## config.mk

```make
export PLATFORM = sky130hd
export DESIGN_NAME = alu_seq_ctrl
export DESIGN_NICKNAME = d
export VERILOG_FILES = /design/src/rtl/alu_seq_ctrl.sv
export SDC_FILE = /design/constraint.sdc
export NUM_CORES = 1
export LEC_CHECK = 0
export BUFFER_PORTS_ARGS = -buffer_cell sky130_fd_sc_hd__buf_4
export CAP_MARGIN = 20
export CORE_MARGIN = 4
export CORE_UTILIZATION = 30
export CTS_BUF_LIST = sky130_fd_sc_hd__clkbuf_16
export DETAILED_ROUTE_END_ITERATION = 12
export GPL_TIMING_DRIVEN = 0
export HOLD_SLACK_MARGIN = 0.05
export PLACE_DENSITY = 0.58
export SETUP_SLACK_MARGIN = 0.15
export SYNTH_ARGS = -nofsm -noshare
export SYNTH_HDL_FRONTEND = slang
export SYNTH_SLANG_ARGS = --single-unit
```

## constraint.sdc

```tcl
create_clock -name CLK -period 5.5 [get_ports CLK]
set_input_delay 0 -clock CLK [delete_from_list [all_inputs] [get_ports CLK]]
set_output_delay 0 -clock CLK [all_outputs]
set_load 0.005 [all_outputs]
```

## src/rtl/alu_seq_ctrl.sv

```systemverilog
// ---------------------------------------------------------------------------
// alu_seq_ctrl
//
// Multi-cycle sequencing controller for an external combinational ALU.
// Fetches a 32-bit instruction, decodes it into the ALU's ALUFUNC/ALUR
// encoding, registers the operands onto ALU_A/ALU_B and then uses ALUOUT/Z
// for register writeback, data-memory access, branches and JAL.
//
// Instruction fields:
//   OP=IR[31:27] RD=IR[26:23] RS=IR[22:19] RT=IR[18:15] FN=IR[4:0]
//   IMM = sign-extended IR[14:0]
//
// Optional feature macro: ALU_SEQ_CTRL_TRAP_EN
//   defined     : illegal OP/FN enters TRAP (ILLEGAL=1, PC frozen, no REQ/WE),
//                 left only through RESET.
//   not defined : illegal instructions retire as a 2-cycle NOP, ILLEGAL=0.
//
// Ports:
//   CLK, RESET            clock (rising edge), synchronous active-high reset
//   IMEM_ADDR/REQ/RDY/DATA instruction fetch port (IMEM_ADDR = PC)
//   RS_ADDR, RT_ADDR      register-file read addresses (combinational from IR)
//   RS_DATA, RT_DATA      register-file read data
//   ALUFUNC, ALUR         registered ALU function select
//   ALU_A, ALU_B          registered ALU operands
//   ALUOUT, Z             ALU result and zero/condition flag
//   REG_WE/WADDR/WDATA    register-file write port (WE is a one-cycle pulse)
//   DMEM_REQ/WE/ADDR/WDATA/RDY/RDATA  data-memory port
//   ILLEGAL               sticky illegal-instruction flag
//   DBG_STATE             current FSM state: 0 FETCH, 1 DECODE, 2 EXEC,
//                         3 MEM, 4 WB, 5 TRAP
//
// Memory handshake (both IMEM and DMEM): REQ is a valid. Once raised, REQ
// stays high with address/write data unchanged until the cycle in which RDY
// is high; the transfer completes on that rising edge. RDY is ignored while
// REQ is low.
// ---------------------------------------------------------------------------
module alu_seq_ctrl #(
    parameter int               DBITS      = 32,
    parameter int               OPCODEBITS = 5,
    parameter logic [DBITS-1:0] RESETPC    = '0
) (
    input  logic                  CLK,
    input  logic                  RESET,
    output logic [DBITS-1:0]      IMEM_ADDR,
    output logic                  IMEM_REQ,
    input  logic                  IMEM_RDY,
    input  logic [31:0]           IMEM_DATA,
    output logic [3:0]            RS_ADDR,
    output logic [3:0]            RT_ADDR,
    input  logic [DBITS-1:0]      RS_DATA,
    input  logic [DBITS-1:0]      RT_DATA,
    output logic [OPCODEBITS-1:0] ALUFUNC,
    output logic                  ALUR,
    output logic [DBITS-1:0]      ALU_A,
    output logic [DBITS-1:0]      ALU_B,
    input  logic [DBITS-1:0]      ALUOUT,
    input  logic                  Z,
    output logic                  REG_WE,
    output logic [3:0]            REG_WADDR,
    output logic [DBITS-1:0]      REG_WDATA,
    output logic                  DMEM_REQ,
    output logic                  DMEM_WE,
    output logic [DBITS-1:0]      DMEM_ADDR,
    output logic [DBITS-1:0]      DMEM_WDATA,
    input  logic                  DMEM_RDY,
    input  logic [DBITS-1:0]      DMEM_RDATA,
    output logic                  ILLEGAL,
    output logic [2:0]            DBG_STATE
);

    typedef enum logic [2:0] {
        S_FETCH  = 3'd0,
        S_DECODE = 3'd1,
        S_EXEC   = 3'd2,
        S_MEM    = 3'd3,
        S_WB     = 3'd4,
        S_TRAP   = 3'd5
    } state_t;

    // Register-class function codes (OP = 00000)
    localparam logic [4:0] FN_ADD  = 5'b11000;
    localparam logic [4:0] FN_SUB  = 5'b01000;
    localparam logic [4:0] FN_AND  = 5'b11100;
    localparam logic [4:0] FN_OR   = 5'b11101;
    localparam logic [4:0] FN_XOR  = 5'b11110;
    localparam logic [4:0] FN_NAND = 5'b01100;
    localparam logic [4:0] FN_NOR  = 5'b01101;
    localparam logic [4:0] FN_NXOR = 5'b01110;
    localparam logic [4:0] FN_EQ   = 5'b10000;
    localparam logic [4:0] FN_LT   = 5'b10001;
    localparam logic [4:0] FN_LE   = 5'b10010;
    localparam logic [4:0] FN_NE   = 5'b10011;

    // Primary opcodes
    localparam logic [4:0] OP_RCLASS = 5'b00000;
    localparam logic [4:0] OP_ADDI   = 5'b11000;
    localparam logic [4:0] OP_ANDI   = 5'b11100;
    localparam logic [4:0] OP_ORI    = 5'b11101;
    localparam logic [4:0] OP_XORI   = 5'b11110;
    localparam logic [4:0] OP_LW     = 5'b01010;
    localparam logic [4:0] OP_SW     = 5'b01110;
    localparam logic [4:0] OP_BEQ    = 5'b10000;
    localparam logic [4:0] OP_BLT    = 5'b10001;
    localparam logic [4:0] OP_BLE    = 5'b10010;
    localparam logic [4:0] OP_BNE    = 5'b10011;
    localparam logic [4:0] OP_JAL    = 5'b10111;

    state_t state, next_state;

    logic [DBITS-1:0] pc;
    logic [31:0]      ir;
    logic [DBITS-1:0] alu_a_r, alu_b_r;
    logic [OPCODEBITS-1:0] alufunc_r;
    logic             alur_r;
    logic [3:0]       reg_waddr_r;
    logic [DBITS-1:0] reg_wdata_r;
    logic [DBITS-1:0] dmem_addr_r, dmem_wdata_r;

    // ------------------------------------------------------------------
    // Instruction field extraction and classification (from IR)
    // ------------------------------------------------------------------
    logic [4:0]       op, fn;
    logic [3:0]       rd;
    logic [DBITS-1:0] imm, imm_x4, pc_plus4;
    logic             is_rclass, rfn_legal, is_alui, is_lw, is_sw;
    logic             is_br, is_jal, legal;

    assign op       = ir[31:27];
    assign rd       = ir[26:23];
    assign fn       = ir[4:0];
    assign imm      = {{(DBITS-15){ir[14]}}, ir[14:0]};
    assign imm_x4   = imm << 2;
    assign pc_plus4 = pc + DBITS'(4);

    always_comb begin
        rfn_legal = 1'b0;
        case (fn)
            FN_ADD, FN_SUB, FN_AND, FN_OR, FN_XOR, FN_NAND,
            FN_NOR, FN_NXOR, FN_EQ, FN_LT, FN_LE, FN_NE: rfn_legal = 1'b1;
            default:                                     rfn_legal = 1'b0;
        endcase
    end

    assign is_rclass = (op == OP_RCLASS);
    assign is_alui   = (op == OP_ADDI) || (op == OP_ANDI) ||
                       (op == OP_ORI)  || (op == OP_XORI);
    assign is_lw     = (op == OP_LW);
    assign is_sw     = (op == OP_SW);
    assign is_br     = (op == OP_BEQ) || (op == OP_BLT) ||
                       (op == OP_BLE) || (op == OP_BNE);
    assign is_jal    = (op == OP_JAL);
    assign legal     = is_rclass ? rfn_legal
                                 : (is_alui || is_lw || is_sw || is_br || is_jal);

    // ------------------------------------------------------------------
    // FSM: state register
    // ------------------------------------------------------------------
    always_ff @(posedge CLK) begin
        if (RESET) begin
            state <= S_FETCH;
        end else begin
            state <= next_state;
        end
    end

    // ------------------------------------------------------------------
    // FSM: next-state logic
    // ------------------------------------------------------------------
    always_comb begin
        next_state = state;
        unique case (state)
            S_FETCH: begin
                if (IMEM_RDY) next_state = S_DECODE;
            end
            S_DECODE: begin
                if (legal) begin
                    next_state = S_EXEC;
                end else begin
`ifdef ALU_SEQ_CTRL_TRAP_EN
                    next_state = S_TRAP;
`else
                    next_state = S_FETCH;
`endif
                end
            end
            S_EXEC: begin
                if (is_lw || is_sw)      next_state = S_MEM;
                else if (is_br || is_jal) next_state = S_FETCH;
                else                     next_state = S_WB;
            end
            S_MEM: begin
                if (DMEM_RDY) next_state = is_sw ? S_FETCH : S_WB;
            end
            S_WB:    next_state = S_FETCH;
            S_TRAP:  next_state = S_TRAP;
            default: next_state = S_FETCH;
        endcase
    end

    // ------------------------------------------------------------------
    // FSM: output logic
    // ------------------------------------------------------------------
    always_comb begin
        IMEM_REQ  = 1'b0;
        REG_WE    = 1'b0;
        DMEM_REQ  = 1'b0;
        DMEM_WE   = 1'b0;
        DBG_STATE = state;
        unique case (state)
            // No fetch is issued while reset is held, even though the
            // state register already sits in FETCH.
            S_FETCH:  IMEM_REQ = ~RESET;
            // JAL writes its link register in EXEC; the link value was
            // staged into REG_WDATA during DECODE.
            S_EXEC:   REG_WE   = is_jal;
            S_MEM: begin
                DMEM_REQ = 1'b1;
                DMEM_WE  = is_sw;
            end
            S_WB:     REG_WE   = 1'b1;
            default: ;
        endcase
    end

    // ------------------------------------------------------------------
    // Datapath registers
    // ------------------------------------------------------------------
    always_ff @(posedge CLK) begin
        if (RESET) begin
            pc           <= RESETPC;
            ir           <= '0;
            alufunc_r    <= '0;
            alur_r       <= 1'b0;
            alu_a_r      <= '0;
            alu_b_r      <= '0;
            reg_waddr_r  <= '0;
            reg_wdata_r  <= '0;
            dmem_addr_r  <= '0;
            dmem_wdata_r <= '0;
        end else begin
            unique case (state)
                S_FETCH: begin
                    if (IMEM_RDY) ir <= IMEM_DATA;
                end
                S_DECODE: begin
                    alur_r      <= is_rclass;
                    alufunc_r   <= is_rclass ? OPCODEBITS'(fn) : OPCODEBITS'(op);
                    // Branch operands are swapped so that Z reports RS op RT.
                    alu_a_r     <= is_br ? RT_DATA : RS_DATA;
                    if (is_rclass)   alu_b_r <= RT_DATA;
                    else if (is_br)  alu_b_r <= RS_DATA;
                    else if (is_jal) alu_b_r <= imm_x4;
                    else             alu_b_r <= imm;
                    reg_waddr_r <= rd;
                    if (is_sw)  dmem_wdata_r <= RT_DATA;
                    if (is_jal) reg_wdata_r  <= pc_plus4;
`ifndef ALU_SEQ_CTRL_TRAP_EN
                    // Illegal instruction retires as a NOP.
                    if (!legal) pc <= pc_plus4;
`endif
                end
                S_EXEC: begin
                    if (is_lw || is_sw) begin
                        dmem_addr_r <= ALUOUT;
                    end else if (is_br) begin
                        pc <= Z ? (pc_plus4 + imm_x4) : pc_plus4;
                    end else if (is_jal) begin
                        pc <= ALUOUT;
                    end else begin
                        reg_wdata_r <= ALUOUT;
                    end
                end
                S_MEM: begin
                    if (DMEM_RDY) begin
                        if (is_sw) pc          <= pc_plus4;
                        else       reg_wdata_r <= DMEM_RDATA;
                    end
                end
                S_WB:    pc <= pc_plus4;
                default: ;
            endcase
        end
    end

`ifdef ALU_SEQ_CTRL_TRAP_EN
    logic illegal_r;

    // Set on the DECODE edge that detects the fault; cleared only by reset.
    always_ff @(posedge CLK) begin
        if (RESET) begin
            illegal_r <= 1'b0;
        end else if (state == S_DECODE && !legal) begin
            illegal_r <= 1'b1;
        end
    end

    assign ILLEGAL = illegal_r;
`else
    assign ILLEGAL = 1'b0;
`endif

    assign IMEM_ADDR  = pc;
    assign RS_ADDR    = ir[22:19];
    assign RT_ADDR    = ir[18:15];
    assign ALUFUNC    = alufunc_r;
    assign ALUR       = alur_r;
    assign ALU_A      = alu_a_r;
    assign ALU_B      = alu_b_r;
    assign REG_WADDR  = reg_waddr_r;
    assign REG_WDATA  = reg_wdata_r;
    assign DMEM_ADDR  = dmem_addr_r;
    assign DMEM_WDATA = dmem_wdata_r;

endmodule

```

## Word-level counts from Yosys, hierarchy flattened

Memory sizes are Yosys's and may differ from the RTL's. A register that Yosys moved wholly into a read port is not among the register bits.
Index checks and enable logic that the tools add are counted.
Widths: inputs -> output; s select.

| operators by class | value |
|---|---|
| reduce and logical (&&, ||, !) cells | 22 |
| eq/ne operators | 26 |
| multiplexer cells | 34 |
| add/subtract/negate cells | 2 |
| bitwise logic cells | 1 |

Operators with widths:

| operator | number |
|---|---|
| $mux 32 | 16 |
| $pmux 32 s4 | 1 |
| $pmux 32 s3 | 1 |
| $eq 5x5->1 const B | 9 |
| $add 32x3->32 const B | 1 |
| $add 32x32->32 | 1 |
| $ne 2x2->1 const B | 9 |
| $mux 16 | 1 |
| $mux 3 | 5 |
| $mux 5 | 3 |
| $pmux 3 s5 | 1 |
| $logic_or 1x1->1 | 12 |
| $eq 5x4->1 const B | 2 |
| $reduce_and 2->1 | 4 |
| $reduce_and 7->1 | 1 |
| $eq 3x2->1 const B | 2 |
| $eq 3x3->1 const B | 2 |
| $reduce_and 6->1 | 1 |
| $logic_not 5->1 | 1 |
| $mux 1 | 4 |
| $reduce_bool 4->1 | 1 |
| $eq 3x1->1 const B | 1 |
| $logic_not 3->1 | 1 |
| $ne 3x3->1 const B | 1 |
| other kinds (4) | 4 |

| word-level totals | value |
|---|---|
| output and inout port bits | 218 |
| memory bits (read-only) | 32 |
| input bits | 165 |
| flip-flop bits (word level) | 237 |
| memories kept | 1 |

Memories:

| name | words | width | rd ports | clocked after Yosys merged registers in | wr ports | line | RTL |
|---|---|---|---|---|---|---|---|
| (name not given) | 32 | 1 | 1 | 1 | 0 | 137 | `case (fn)` |

## Depth between registers and ports, before layout

Gate-level depths: netlist of run 1.

| logic depth | value |
|---|---|
| depth in word-level cells | 11 |
| gate-level depth with buffers | 16 |
| depth with buffers taken out | 15 |

## Least setup slack after synthesis of run 1

OpenSTA, ideal clock, no wires.

| timing path | value |
|---|---|
| kind | register -> register |
| start point | reg pc[2] (netlist: IMEM_ADDR[2]) |
| end point | reg pc[31] (netlist: IMEM_ADDR[31]) |
| setup slack | 1.946 ns |
| stages on the path, launching flop included | 16 |
| arrival | 3.420 ns |
| path through | dfxtp_1 ha_1 and4_1 nand3_1 nor3_1 nand3_1 xor2_1 inv_1 ha_1 clkbuf_1 nand4_1 or2_2 or4_1 nand4_1 mux2i_1 a211oi_1 |

| on the way | value |
|---|---|
| cells in the longest elaborated chain, start to end | 6 |
| elaborated cells between the ends (all ways) | 9 |
| classes of those cells | 2 x add/sub; 7 x mux |

Ends and longest elaborated chain:

| what | line | RTL |
|---|---|---|
| from (decl) | 110 | `logic [DBITS-1:0] pc;` |
| from (signal assigned) | 259 | `if (!legal) pc <= pc_plus4;` |
| from (signal assigned) | 266 | `pc <= Z ? (pc_plus4 + imm_x4) : pc_plus4;` |
| from (signal assigned) | 275 | `if (is_sw) pc <= pc_plus4;` |
| $add 32x3->32 * | 133 | `assign pc_plus4 = pc + DBITS'(4);` |
| $add 32x32->32 | 266 |  |
| $mux 32 | 266 |  |
| $mux 32 | 265 | `end else if (is_br) begin` |
| $mux 32 | 263 | `if (is_lw \|\| is_sw) begin` |
| $pmux 32 s4 * | 241 | `unique case (state)` |

Mark *: on every way between the ends. The rest lies on a longest branch, timed or not. The select of a mux whose other input is x is not followed.
A chain may end at the register's enable or synchronous reset.

## Final worst setup path of run 1

| timing path | value |
|---|---|
| start point | reg pc[4] (netlist: IMEM_ADDR[4]) |
| end point | reg pc[29] (netlist: IMEM_ADDR[29]) |

The elaborated chain is that of the path after synthesis.

==> results of run 1 <==
-- stage by stage --
step	setup slack (ps)	total power (uW)	hold slack, ps	instance area, um2
2_1_floorplan	1946	2384	136.0	12700
3_3_place_gp	1005	2839	255.1	16230
3_5_place_dp	976.8	2851	256.6	16280
4_1_cts	929.5	4838	57.29	18860
5_1_grt	558.0	5018	148.9	18870
6_report	840.7	4826	94.05	18870
-- final cells by class --
class | instances | area [um2]
Antenna cell | 2 | 5.005
Multi-Input combinational cell | 1283 | 7287
Fill cell | 4169 | 22980
Clock buffer | 31 | 775.7
Sequential cell | 238 | 4765
Tap cell | 539 | 674.4
Timing Repair Buffer | 548 | 4554
Buffer | 136 | 569.3
Inverter | 21 | 78.83
Clock inverter | 24 | 158.9
-- worst paths after layout --
kind                             start  slack (ps)                         end
max          IMEM_ADDR[4]$_SDFFE_PP0P_         840  IMEM_ADDR[29]$_SDFFE_PP0P_
max reg2reg  IMEM_ADDR[4]$_SDFFE_PP0P_         840  IMEM_ADDR[29]$_SDFFE_PP0P_
min                              RESET          90  IMEM_ADDR[29]$_SDFFE_PP0P_
min reg2reg    ALUFUNC[4]$_SDFFE_PP0N_         450     ALUFUNC[4]$_SDFFE_PP0N_
-- synthesized netlist by cell type (9+ instances only) --
cell        n
a31oi_1    11
a221oi_1   10
o211ai_1   17
buf_4       9
nor2_1    182
dfxtp_1   238
xnor2_1    28
xor2_1     15
nand3_1    25
nor3_1     57
a311oi_1   32
ha_1       36
nand2_1   346
nor2b_1     9
a21o_1     20
a21oi_1   200
mux2i_1    45
o21ai_0    31
inv_1      21
nand4_1    14
clkbuf_1  118
o22ai_1    21
a211oi_1   71
-- power groups by stage --
stage / clock, uW / combinational (uW) / sequential [uW]
6_report: 1900 / 1030 / 1900
5_1_grt: 2000 / 1120 / 1900
4_1_cts: 1920 / 1020 / 1890
3_5_place_dp: 0 / 920 / 1930
3_3_place_gp: 0 / 906 / 1930
2_1_floorplan: 0 / 481 / 1900
-- flip-flops by register name (all words and copies together), names as in the netlist --
register    flops
ALUR            1
IMEM_ADDR      32
DBG_STATE       3
REG_WDATA      32
rfn_legal       1
ir             32
DMEM_WDATA     32
REG_WADDR       4
ALU_B          32
DMEM_ADDR      32
ALUFUNC         5
ALU_A          32
-- layout by cell type (no fill, tap or decap), types with 36 or more instances in the layout --
cell type / netlist / routed
nor2_1: 182 / 182
clkbuf_1: 118 / 118
a211oi_1: 71 / 71
nor3_1: 57 / 57
dlygate4sd3_1: 0 / 165
a21oi_1: 200 / 200
dfxtp_1: 238 / 238
ha_1: 36 / 36
mux2i_1: 45 / 45
nand2_1: 346 / 346
buf_4: 9 / 390
-- worst max-delay path, cell delays in order, from the launching register on --
cell and delay, ps:
dfxtp_1 460, and4_1 330, nand4_1 560, nor2_1 490, nand2_1 130, xnor2_1 370
ha_1 330, a21oi_1 100, o21ai_0 260, nor2_1 110, o2111a_1 190, nor4_1 450
o211ai_1 240, nor3b_1 190, or3_1 340
-- cells by family after synthesis --
| logic type | count (synthesis) | synth area share, % |
|---|---|---|
| AO/OA/AOI/OAI | 471 | 24.01 |
| XOR/XNOR | 43 | 2.966 |
| adder cells (fa/ha/maj) | 38 | 3.783 |
| buffers and inverters | 157 | 5.103 |
| flip-flops | 238 | 37.52 |
| multiplexers | 45 | 3.547 |
| other | 1 | 0.02953 |
| AND/OR/NAND/NOR | 685 | 23.04 |
-- metal layers --
metal | track usage (%) | share of wire [%]
met5 | 0 | 0
met4 | 9.402 | 4.1
met3 | 4.287 | 7.3
met2 | 44.59 | 48
met1 | 31.01 | 40
==> out/metrics.yaml, run 1 <==
status: "finished clean"
p_switching_uw: 1462
die-area_mm2: 0.04569
place.gp.congestion: 0.9062
cts_tree: "built"
maxCapViolations: 0
grt_max_degree: 23
finalHoldViolations: 0
syn-instance-count: 1678
crit_arrival_ps: 5110
fin_crit_sh_pct: 84.72
power.internal_uw: 3364
yosys-top-cells-area: "dfxtp_1, nand2_1, a21oi_1"
synth_nets: 1880
io_pins: 383
place_inst: 2600
post_cts_buffers: 0
min_period_ps: 4659
slew_viol_final: 0
num_rows: 75
seq_area_frac_synth_pct: 37.52
swShare_pct: 30.30
setup_viol: 0
max-clock-path-buffers: 3
cts-htree-levels: 1
final_cells: 2822
route.antenna.remaining_nets: 0
synthArstFlopShare_pct: 0
critPathKind: "flop to flop"
synth_top_area_share_pct: 37.52
antenna_found_initial: 2
overflow: 0
routedWlPerCell_um: 21.83
wirelength_um: 61600
slew_headroom_pct: 26.22
finalClockSkew_ps: 13.93
yosysTopAreaCell: "dfxtp_1"
fin_nets: 2460
hold_depth: 5
fin_util_pct: 45.08
core_mm2: 0.04185
area_growth_pct: 48.57
cp_max_fo: 8
ys_warn_count: 0
drc: 0
cts-hold-fix-buffers: 165
synth-seq-cells: 238
drt_iter0_drc: 1210
grt_pass1_vias: 14730
cts_made_buffers: 30
path_clk_slew_ps: 60
grt_pass1_wl_um: 89190
synth.avg_cell_area_um2: 7.568
start_kind: "flop"
avgViaCountPerCell: 5.331
layout-drive-gt1-share_pct: 19.68
cts_sinks: 238
finalSetupTns_ps: 0
clock.fmax_mhz: 214.6
clk_latency_ps: 570
reg2reg_depth: 14
p_seq_share_pct: 39.3
cts.repair.resized: 0
endpoint_kind: "flop"
power.density_mw_per_mm2: 255.8
synth_ff_type: "dfxtp_1"
pwr-share-clk_pct: 39.3
vias: 15050
track_usage_pct: 25.30
io_buffers: 380
tightest_slew_ps: 1107
synth_edf_count: 0
hp-class: "input port to flop"
p_leak_uw: 0.007801
grt_setup_unrepaired: "no"
start_util_pct: 30.34
dieHeight_um: 213.8
dp_hpwl_um: 47230
combPwrFrac_pct: 21.4
dr.pass1.iters: 6
synth_cell_types: 74
irDropWorstVdd_v: 0.0002560
synthesis.area_mm2: 0.01270
fp.dieW_um: 213.8
crit_required_ps: 5950
root_buffer: "clkbuf_16"
(Power assumes the default switching activity.)
==> run 2, diff against run 1 <==
--- a/config.mk
+++ b/config.mk
@@ -13,7 +13,7 @@
 export DETAILED_ROUTE_END_ITERATION = 12
 export GPL_TIMING_DRIVEN = 0
 export HOLD_SLACK_MARGIN = 0.05
-export PLACE_DENSITY = 0.58
+export PLACE_DENSITY = 0.6
 export SETUP_SLACK_MARGIN = 0.15
 export SYNTH_ARGS = -nofsm -noshare
 export SYNTH_HDL_FRONTEND = slang
==> constraint.sdc (replaced) <==
create_clock -name CLK -period 4.2 [get_ports CLK]
set_input_delay 0 -clock CLK [delete_from_list [all_inputs] [get_ports CLK]]
set_output_delay 0 -clock CLK [all_outputs]
set_load 0.005 [all_outputs]
==> run 2 against run 1 <==
Net effect: register-to-register slack lost 710 ps; cell area grew 0.78%; maximum frequency grew 15%; worst setup slack lost 710 ps; flip-flop and latch count is the same; clock skew shrank 1.0 ps; critical path depth shrank 7; critical endpoint is now IMEM_ADDR[14]$_SDFFE_PP0P_; hold slack gained 10 ps; total power grew 31%.
==> out/metrics.yaml, run 2 (synthesis results as in run 1) <==
status: "finished clean"
irDropWorstVdd_v: 0.0003284
critPathKind: "flop to flop"
grt_pass1_vias: 14600
crit_arrival_ps: 4470
layout-drive-gt1-share_pct: 21.13
seqCellArea_mm2: 0.004767
critPathBufInv: 3
track_usage_pct: 25.27
cts_sinks: 238
path_cells: "clkbuf_1 -> nor3_1 -> o21ai_0 -> clkbuf_1 -> clkbuf_1 -> a221oi_1 -> nor3_1"
placed_cell_area_mm2: 0.01624
drt_iter0_drc: 1245
layout_common_cells: "buf_4, nand2_1, dfxtp_1"
cts_made_buffers: 30
p_seq_share_pct: 39.4
cp_max_fo: 10
slew_headroom_pct: 19.33
place.gp.congestion: 0.9392
die-area_mm2: 0.04569
wirelength_um: 61980
path_clk_slew_ps: 70
p_switching_uw: 1909
swShare_pct: 30.24
crit_family: "buffers and inverters"
cts_tree: "built"
max-clock-path-buffers: 3
grt_pass1_wl_um: 88380
vias: 15040
cts-htree-levels: 1
combPwrFrac_pct: 21.5
overflow: 0
num_rows: 75
p_leak_uw: 0.007913
clock.fmax_mhz: 245.9
fin_crit_sh_pct: 96.81
finalSetupTns_ps: 0
root_buffer: "clkbuf_16"
grt_max_degree: 18
setup_viol: 0
finalClockSkew_ps: 12.92
clk_latency_ps: 570
area_growth_pct: 49.72
crit_required_ps: 4600
place_inst: 2598
endpoint_kind: "flop"
cpPeakStageDelay_ps: 1040
hp-class: "input port to flop"
setup_slack_ps: 133.9
finalHoldViolations: 0
drc: 0
fin_nets: 2464
io_pins: 383
fillers: 4137
io_buffers: 380
dp_hpwl_um: 47080
grt_setup_unrepaired: "no"
min_period_ps: 4066
final_area_mm2: 0.01901
dieHeight_um: 213.8
post-place-ws_ps: -350.2
fp.dieW_um: 213.8
maxCapViolations: 0
avgViaCountPerCell: 5.329
finalPower_uw: 6314
pwr-share-clk_pct: 39.1
slew_viol_final: 0
route.antenna.remaining_nets: 0
core_mm2: 0.04185
crit_slowest_cell: "nor3_1"
start_util_pct: 30.34
final_cells: 2822
power.density_mw_per_mm2: 332.0
tightest_slew_ps: 1201
power.internal_uw: 4404
routedWlPerCell_um: 21.96
dr.pass1.iters: 5
start_kind: "flop"
antenna_found_initial: 3
layout_commonest_cell: "buf_4"
critPathMostFrequentCell: "clkbuf_1"
multiInputGateArea_mm2: 0.007437
[run 2: cell types whose count changed in the layout (fill, tap and decap cells not counted), sizes merged]
cell and delta:
clkinvlp -1, clkinv -7, buf +5, inv +4, dlygate4sd3 -1
[run 2: final timing paths]
kind                                from                          end  slack [ps]  cells past startpoint
max            DBG_STATE[0]$_SDFFE_PP0P_   IMEM_ADDR[14]$_SDFFE_PP0P_         130                      7
min                                    Z   IMEM_ADDR[25]$_SDFFE_PP0P_         100                      4
max reg2reg    DBG_STATE[0]$_SDFFE_PP0P_   IMEM_ADDR[14]$_SDFFE_PP0P_         130                      7
min reg2reg  DMEM_WDATA[14]$_SDFFE_PP0P_  DMEM_WDATA[14]$_SDFFE_PP0P_         450                      2
[run 2: timing repair]
item                       4_1_cts  5_1_grt
hold buffers                   164        0
pin swaps                        2        4
hold endpoints to repair       226        0
buffers inserted                 4        3
gates resized for setup         11       32
setup endpoints to repair        7       12
[run 2: power groups by stage]
stage / logic [uW] / clock network (uW) / registers (uW)
CTS: 1330 / 2510 / 2480
detailed placement: 1200 / 0 / 2530
floorplan: 629 / 0 / 2490
global route: 1460 / 2600 / 2500
finish: 1360 / 2470 / 2490
global placement: 1190 / 0 / 2530
[run 2: per-layer routing]
metal | global-route usage [%] | share of wire [%] | up-vias
met5 | 0 | 0.055 | -
met4 | 10.17 | 4.3 | 4
met3 | 4.038 | 6.9 | 138
met2 | 44.68 | 48 | 654
met1 | 30.68 | 40 | 7106
li1 | - | - | 7136
[run 2: cell type report]
class                           instances  area share (%)
Inverter                               21          0.4146
Buffer                                136           3.027
Multi-Input combinational cell       1283           39.11
Clock inverter                         20          0.7304
Sequential cell                       238           25.07
Clock buffer                           31           4.080
Timing Repair Buffer                  552           23.99
Antenna cell                            2         0.02632
Tap cell                              539           3.547
[run 2: worst register-to-register path, cell delays in order, from the launching register on]
cell and delay (ps):
dfxtp_1 380, clkbuf_1 330, nor3_1 1040, o21ai_0 440
clkbuf_1 490, clkbuf_1 560, a221oi_1 570, nor3_1 90
[run 2: per-stage QoR]
stage               utilization, %  hold WS [ps]
floorplan                        -         136.0
global placement             38.77         256.3
detailed placement           38.81         262.6
CTS                          45.12         64.06
global route                 45.43         120.0
finish                       45.43         104.3
